--- src/rtl/param_cache.sv ---
// Direct-mapped, write-through CPU cache with configurable line geometry,
// optional write-allocate and saturating hit/miss statistics.
module param_cache #(
  parameter int WORD_W         = 16,
  parameter int LINES          = 4,
  parameter int WORDS_PER_LINE = 4,
  parameter int WRITE_ALLOCATE = 0,
  parameter int CNT_W          = 16
) (
  input  logic                             clk,
  input  logic                             reset_n,
  input  logic                             req_valid,
  input  logic                             req_write,
  input  logic [WORD_W-1:0]                req_addr,
  input  logic [WORD_W-1:0]                req_wdata,
  input  logic                             flush,
  output logic                             req_ready,
  output logic                             resp_valid,
  output logic [WORD_W-1:0]                resp_rdata,
  output logic                             mem_req,
  output logic                             mem_we,
  output logic [WORD_W-1:0]                mem_addr,
  output logic [WORD_W-1:0]                mem_wdata,
  input  logic [WORD_W*WORDS_PER_LINE-1:0] mem_rdata,
  input  logic                             mem_ack,
  output logic [CNT_W-1:0]                 hit_count,
  output logic [CNT_W-1:0]                 miss_count
);

  localparam int OFF_W = $clog2(WORDS_PER_LINE);
  localparam int IDX_W = $clog2(LINES);
  localparam int TAG_W = WORD_W - OFF_W - IDX_W;

  typedef enum logic [1:0] {IDLE, FILL, WRITE, RESP} state_t;

  state_t                  state;
  logic [LINES-1:0]        valid_q;
  logic [TAG_W-1:0]        tag_q  [LINES];
  logic [WORD_W-1:0]       data_q [LINES][WORDS_PER_LINE];
  logic [WORD_W-1:0]       addr_q;
  logic [WORD_W-1:0]       wdata_q;
  logic                    write_q;

  logic [OFF_W-1:0]        req_off, off_q;
  logic [IDX_W-1:0]        req_idx, idx_q;
  logic [TAG_W-1:0]        req_tag, tag_of_q;
  logic                    hit;
  logic                    accept;
  logic                    fill_done;

  function automatic logic [CNT_W-1:0] sat_inc(input logic [CNT_W-1:0] v);
    return (&v) ? v : v + 1'b1;
  endfunction

  // Word 0 of a fill line sits in the most significant slice.
  function automatic logic [WORD_W-1:0] line_word(
    input logic [WORD_W*WORDS_PER_LINE-1:0] line,
    input logic [OFF_W-1:0]                 off
  );
    logic [WORD_W-1:0] w;
    w = '0;
    for (int i = 0; i < WORDS_PER_LINE; i++)
      if (off == i[OFF_W-1:0])
        w = line[(WORDS_PER_LINE-1-i)*WORD_W +: WORD_W];
    return w;
  endfunction

  assign req_off   = req_addr[OFF_W-1:0];
  assign req_idx   = req_addr[OFF_W +: IDX_W];
  assign req_tag   = req_addr[WORD_W-1:OFF_W+IDX_W];
  assign off_q     = addr_q[OFF_W-1:0];
  assign idx_q     = addr_q[OFF_W +: IDX_W];
  assign tag_of_q  = addr_q[WORD_W-1:OFF_W+IDX_W];

  assign req_ready = (state == IDLE) && !flush;
  assign accept    = req_ready && req_valid;
  assign hit       = valid_q[req_idx] && (tag_q[req_idx] == req_tag);
  assign fill_done = (state == FILL) && mem_ack;

  // Fills fetch the whole line; write-through stores target the exact word.
  assign mem_addr  = mem_we ? addr_q : {addr_q[WORD_W-1:OFF_W], {OFF_W{1'b0}}};
  assign mem_wdata = wdata_q;

  always_ff @(posedge clk) begin
    if (!reset_n) begin
      state      <= IDLE;
      valid_q    <= '0;
      hit_count  <= '0;
      miss_count <= '0;
      resp_valid <= 1'b0;
      mem_req    <= 1'b0;
      mem_we     <= 1'b0;
    end else begin
      resp_valid <= 1'b0;
      case (state)
        IDLE: begin
          if (flush) begin
            valid_q <= '0;
          end else if (req_valid) begin
            if (hit) hit_count  <= sat_inc(hit_count);
            else     miss_count <= sat_inc(miss_count);
            if (!req_write && hit) begin
              state      <= RESP;
              resp_valid <= 1'b1;
            end else if (!req_write || (!hit && WRITE_ALLOCATE != 0)) begin
              state   <= FILL;
              mem_req <= 1'b1;
              mem_we  <= 1'b0;
            end else begin
              state   <= WRITE;
              mem_req <= 1'b1;
              mem_we  <= 1'b1;
            end
          end
        end
        FILL: begin
          if (mem_ack) begin
            valid_q[idx_q] <= 1'b1;
            if (write_q) begin
              state  <= WRITE;
              mem_we <= 1'b1;
            end else begin
              state      <= RESP;
              resp_valid <= 1'b1;
              mem_req    <= 1'b0;
            end
          end
        end
        WRITE: begin
          if (mem_ack) begin
            state      <= RESP;
            resp_valid <= 1'b1;
            mem_req    <= 1'b0;
            mem_we     <= 1'b0;
          end
        end
        RESP:    state <= IDLE;
        default: state <= IDLE;
      endcase
    end
  end

  // Data-side storage carries no reset; stale contents are masked by valid_q.
  always_ff @(posedge clk) begin
    if (accept) begin
      addr_q     <= req_addr;
      wdata_q    <= req_wdata;
      write_q    <= req_write;
      resp_rdata <= data_q[req_idx][req_off];
      if (req_write && hit)
        data_q[req_idx][req_off] <= req_wdata;
    end
    if (fill_done) begin
      tag_q[idx_q] <= tag_of_q;
      for (int i = 0; i < WORDS_PER_LINE; i++)
        data_q[idx_q][i] <= (write_q && off_q == i[OFF_W-1:0]) ?
                            wdata_q : line_word(mem_rdata, i[OFF_W-1:0]);
      resp_rdata <= line_word(mem_rdata, off_q);
    end
  end

endmodule

--- config.mk ---
export PLATFORM = sky130hd
export DESIGN_NAME = param_cache
export DESIGN_NICKNAME = d
export VERILOG_FILES = /design/src/rtl/param_cache.sv
export SDC_FILE = /design/constraint.sdc
export NUM_CORES = 1
export LEC_CHECK = 0
export ABC_AREA = 1
export BUFFER_PORTS_ARGS = -buffer_cell sky130_fd_sc_hd__buf_2
export CORE_UTILIZATION = 59
export CTS_CLUSTER_SIZE = 28
export DETAILED_ROUTE_END_ITERATION = 10
export GPL_ROUTABILITY_DRIVEN = 1
export PLACE_DENSITY = 0.86
export SYNTH_ARGS = -nofsm -noshare
export SYNTH_HDL_FRONTEND = slang
export SYNTH_SLANG_ARGS = --single-unit
--- constraint.sdc ---
create_clock -name clk -period 4 [get_ports clk]
set_input_delay 0.2 -clock clk [delete_from_list [all_inputs] [get_ports clk]]
set_output_delay 0.2 -clock clk [all_outputs]
set_load 0.01 [all_outputs]
# Word level (Yosys, flattened, before mapping)
# Memory sizes are Yosys's and may differ from the RTL's.
# Cells that the tools add are included.
[op_classes] magnitude_cmp=5 n_reduce_logical=28 addsub=2 bitwise_logic=6 mux=64 n_eq_ne=15
[op_table] op="$mux W16" count=17
[op_table] op="$mux W64" count=3
[op_table] op="$reduce_or A64 Y1" count=1
[op_table] op="$add A16 B1 Y16 const B" count=2
[op_table] op="$bmux W16 S2" count=1
[op_table] op="$demux W16 S2" count=1
[op_table] op="$reduce_and A16 Y1" count=2
[op_table] op="$mux W1" count=25
[op_table] op="$mux W2" count=8
[op_table] op="$ne A2 B2 Y1 const B" count=8
[op_table] op="$reduce_and A7 Y1" count=2
[op_table] op="$eq A12 B12 Y1" count=1
[op_table] op="$logic_and A1 B1 Y1" count=12
[op_table] op="$reduce_and A5 Y1" count=2
[op_table] op="$pmux W1 S3" count=3
[op_table] op="$eq A2 B2 Y1 const B" count=4
[op_table] op="$mux W4" count=2
[op_table] op="$pmux W2 S4" count=1
[op_table] op="$pmux W4 S2" count=1
[op_table] op="$lt A2 B3 Y1 const B" count=2
[op_table] op="$eq A2 B1 Y1 const B" count=2
[op_table] op="$logic_not A2 Y1" count=2
[op_table] op="$not A1 Y1" count=4
[op_table] op="$or A4 B4 Y4" count=1
[op_table] op="other kinds (11)" count=13
[word_totals] out_inout_bits=84 input_bits=102 ram_bits=304 ff_bits=90 memories=2 elab_cells=133
[mem_list] memory="data_q" depth=4 width=64 read_ports=1 rd_clocked_by_memory_dff=0 wr=1 line_no="39" rtl="logic [WORD_W-1:0] data_q [LINES][WORDS_PER_LINE];"
[mem_list] memory="tag_q" depth=4 width=12 read_ports=1 rd_clocked_by_memory_dff=0 wr=1 line_no="38" rtl="logic [TAG_W-1:0] tag_q [LINES];"

# Longest topological paths before layout
[depth] depth_word=8 mapped_depth=17 ltp_nobuf=16

# Worst setup path before layout
# Ideal clock, no wire load.
[synth_timing] path_type="register to register" startpoint="register state[0]" endpoint="memory data_q[0][16] in the netlist's numbering, enable pin" path_stages_with_launch=11 n_path_buf=0 required_ps=3606 path_slack_ps=602 t_arrival_ps=3003 synth_period_minus_slack_ps=3398 setup_time_ps=394 path_cell_list="dfxtp_1 inv_1 ha_1 inv_1 nor2_1 nand2_1 inv_1 nand2_1 nor2_2 nand2_1 a21oi_1"
[synth_between] elab_chain_cells=6 word_cells_on_any_way=12 cone_classes="eq/ne (1); mux (6); reduce/logical (5)"
[synth_rtl] item="start, declared" line_no="36" rtl="state_t state;"
[synth_rtl] item="start signal, assigned" line_no="86" rtl="state <= IDLE;"
[synth_rtl] item="start signal, assigned" line_no="103" rtl="state <= RESP;"
[synth_rtl] item="start signal, assigned" line_no="106" rtl="state <= FILL;"
[synth_rtl] item="$logic_not A2 Y1" line_no="75" rtl="assign req_ready = (state == IDLE) && !flush;"
[synth_rtl] item="$logic_and A1 B1 Y1" line_no="75"
[synth_rtl] item="via req_ready" line_no="17" rtl="output logic req_ready,"
[synth_rtl] item="$logic_and A1 B1 Y1" line_no="76" rtl="assign accept = req_ready && req_valid;"
[synth_rtl] item="via accept" line_no="48" rtl="logic accept;"
[synth_rtl] item="$mux W1" line_no="145" rtl="if (accept) begin"
[synth_rtl] item="$mux W64 (not written as such)" line_no="151" rtl="data_q[req_idx][req_off] <= req_wdata;"
[synth_rtl] item="$mux W64 (no line)"
[synth_rtl] item="end, declared" line_no="39"
# The timed path passes the listed nets, and every way through them passes these cells.

# Worst setup path after layout
[layout_timing] startpoint="register state[0]" endpoint="register hit_count[13]"
[layout_between] elab_chain_cells=2
[layout_rtl] item="$logic_not A2 Y1" line_no="95" rtl="case (state)"
[layout_rtl] item="$reduce_and A5 Y1 (no line)"
[layout_rtl] item="end signal, assigned" line_no="100" rtl="if (hit) hit_count <= sat_inc(hit_count);"
[layout_rtl] item="end, declared" line_no="26" rtl="output logic [CNT_W-1:0] hit_count,"
# No other way between the ends.
# A chain may end at the register's enable or synchronous reset.

==> run_results.csv <==
group,metric,value,unit
outcome,run_status,"finished clean",
layout,final_util,70.25,%
synthesis,yosysSeqAreaShare,64.71,%
sta,fmax,321.3,MHz
critical_path,crit_path_start,"state[0]",
clock_tree,cts.path.max_buffers,3,
clock_tree,clk_latency,0.54,ns
synthesis,yosysTopAreaCell,"edfxtp_1",
critical_path,crit_required,4.43,ns
drt,dr.first_iter.drc_count,2401,
clock_tree,clock_sinks,394,
layout,area_growth,15.77,%
sta,fin_hold_ws,0.05756,ns
placement,port_buffers,185,
sta,final_hold_viol_count,0,
sta,tightest_slew,1.331,ns
synthesis,yosys_register_bits,394,
critical_path,end_kind,"flip-flop",
sta,fin_skew,0.02730,ns
synthesis,synth_edf_count,353,
sta,slew_violations,0,
die,row_count,62,
drt,met2_length,23.15,mm
grt,grt_pass1_vias,13720,
flow_run,maxCapViolCount,0,
synthesis,synth_common_cells,"edfxtp_1 (353), nand2_1 (314), nor2_1 (263)",
clock_tree,cts_tree,"done",
die,coreArea,29090,um2
drt,met3_length,6.709,mm
synthesis,synth_area_leaders,"edfxtp_1 (60%), o21ai_0 (7.4%), nand2_1 (6.7%)",
grt,gr-total-overflow,0,
power,power.density,510.9,nW/um2
layout,layout-drive-gt1-share,15.96,%
worst_hold_path,hold_class,"in -> reg",
critical_path,worstPathMaxFanout,24,
drt,dr.pass1.iters,8,
die,dieArea,30610,um2
critical_path,regToRegStartpoint,"state[0]",
critical_path,r2r-end,"hit_count[13]",
sta,timing.final.crit_share,77.81,%
layout,final_cell_area,20430,um2
drt,top_layer,"met4",
critical_path,startpoint_type,"flip-flop",
placement,gp_congestion,0.9570,
synthesis,synth_most_common_cell,"edfxtp_1",
layout,nFillCells,1995,
grt,groute.usage.overall,32.21,%
sta,tns,0,ns
critical_path,crit_type,"reg -> reg",
clock_tree,cts_setup_buffers,0,
grt,grt_pass1_wl,75.49,mm
drt,detail_route.wirelength,49.92,mm
synthesis,yosys.area.top_type_share,60.06,%
clock_tree,clk_pin_slew_worst_paths,0.06,ns
critical_path,reg2reg_depth,14,
layout,nets,2029,
synthesis,ys_types,40,
critical_path,cp.arrival,3.54,ns
power,p_leak,7.582,nW
synthesis,syn-num-nets,1843,
drt,drcViolationCount,0,
sta,relSlewSlack,11.26,%
placement,placed_area,18930,um2
layout,multi_input_area,5441,um2
die,die_height,175.0,um
drt,avgRoutedWirePerCell,21.40,um
synthesis,ys.flop_type,"edfxtp_1",
sta,finalSetupViolCount,0,
drt,via_per_inst,6.223,
die,num_io_pins,186,
clock_tree,htreeDepth,2,
drt,met1Wirelength,17.94,mm
synthesis,synth.cell_area,17650,um2
sta,fin_crit,3.112,ns
drt,ant_nets,0,
layout,diodes,0,
clock_tree,tritoncts.num_buffers,39,
sta,grt_setup_unrepaired,"false",
grt,antenna_found_initial,0,
synthesis,syn_avg_cell_area,10.18,um2
clock_tree,ctsResizeCount,0,
synthesis,async_reset_ff_share,0,%
critical_path,r2r_slack,0.89,ns
power,irDropWorstVdd,0.4593,mV
clock_tree,root_buffer,"clkbuf_16",
grt,grt_max_degree,129,
synthesis,synth_cells,1734,
critical_path,critical_path.endpoint,"hit_count[13]",
synthesis,yosysWarningCount,0,
layout,register_area,11420,um2
placement,dpl.hpwl,32.95,mm
die,fp.dieW,175.0,um
drt,num_vias,14520,
die,initial_core_util,60.68,%
## layer usage
metal	track usage [%]	vias up
met5	0	-
met4	13.15	0
met3	7.746	198
met2	51.60	1177
met1	42.39	6675
li1	-	6469
## final cells by class
class,instances,area share (%)
flip-flops and latches,394,55.89
clock buffers,51,5.100
well taps,384,2.351
multi-input cells,1136,26.63
repair buffers,249,7.384
clock inverters,19,0.7837
inverters,100,1.861
## kinds of logic after synthesis
family	after synthesis	synth area share, %
compound gates	434	13.60
xor+xnor	10	0.4962
fa+ha+maj	7	0.4962
buf+inv	204	4.934
flops	394	64.71
simple gates	685	15.77
## stage by stage
stage	std cells	total power, W	setup WS [ns]
finish	2333	0.01044	0.8877
global route	2333	0.01075	0.6621
CTS	2333	0.01039	0.9167
detailed placement	2233	0.006944	0.9632
global placement	2233	0.006867	1.114
floorplan	1734	0.006219	0.6023
## worst min path at each step
stage / slack, ns / cells past startpoint / from / endpoint
after global routing: 0.03 / 1 / req_addr[1] / addr_q[1]
after CTS: 0.02 / 1 / req_addr[1] / addr_q[1]
final: 0.06 / 1 / req_addr[1] / addr_q[1]
after floorplan: 0.30 / 0 / req_addr[0] / addr_q[0]
after detailed placement: 0.39 / 1 / req_wdata[0] / mem_wdata[0]
after global placement: 0.39 / 1 / req_wdata[4] / mem_wdata[4]
## layout by cell type (no fill, tap or decap), types with 3 or more instances in the layout
| cell | netlist | final |
|---|---|---|
| inv_1 | 94 | 92 |
| ha_1 | 7 | 7 |
| nor3_2 | 0 | 4 |
| a211oi_1 | 16 | 16 |
| edfxtp_1 | 353 | 353 |
| o21ai_0 | 260 | 260 |
| clkinv_2 | 0 | 7 |
| nand2_1 | 314 | 313 |
| a41oi_1 | 10 | 10 |
| clkinv_1 | 3 | 9 |
| dfxtp_1 | 41 | 41 |
| dlygate4sd3_1 | 0 | 30 |
| nand3b_1 | 5 | 5 |
| o221ai_1 | 10 | 10 |
| nor3_1 | 15 | 11 |
| clkbuf_16 | 0 | 40 |
| buf_2 | 7 | 184 |
| nor4_1 | 3 | 3 |
| a221oi_1 | 7 | 7 |
| o22ai_1 | 65 | 65 |
| inv_2 | 2 | 3 |
| a21oi_1 | 63 | 47 |
| xor2_1 | 8 | 8 |
| a21oi_2 | 0 | 16 |
| buf_4 | 21 | 33 |
| nand4_1 | 4 | 4 |
| clkbuf_1 | 71 | 11 |
| nor2_2 | 4 | 4 |
| nor2_1 | 263 | 263 |
| nand3_1 | 67 | 67 |
## flip-flops by register name (all words and copies together), names as in the netlist
name,cells
mem_wdata,16
mem_we,1
hit_count,16
resp_valid,1
valid_q,4
miss_count,16
state,2
tag_q,48
write_q,1
addr_q,16
data_q,256
mem_req,1
resp_rdata,16
## critical path, stage by stage, from the launching register on
cell,delay (ns)
dfxtp_1,0.34
inv_1,0.12
ha_1,0.22
inv_1,0.11
nor2_1,0.18
nand2_1,0.13
inv_2,0.34
buf_4,0.46
o21ai_2,0.18
inv_1,0.15
nand3_2,0.19
nor2_2,0.26
nand3_1,0.17
nand2_1,0.12
nor2_1,0.04
## power breakdown
group	total, W	internal, W	switching (W)
logic	0.00182	0.000477	0.00135
clock network	0.00349	0.00198	0.00151
registers	0.00513	0.00500	0.000127
## repair_timing
item / 4_1_cts / 5_1_grt
hold buffers: 30 / 0
endpoints found under the hold margin: 30 / 0
setup endpoints to repair: 0 / 0
(Power assumes the default switching activity.)
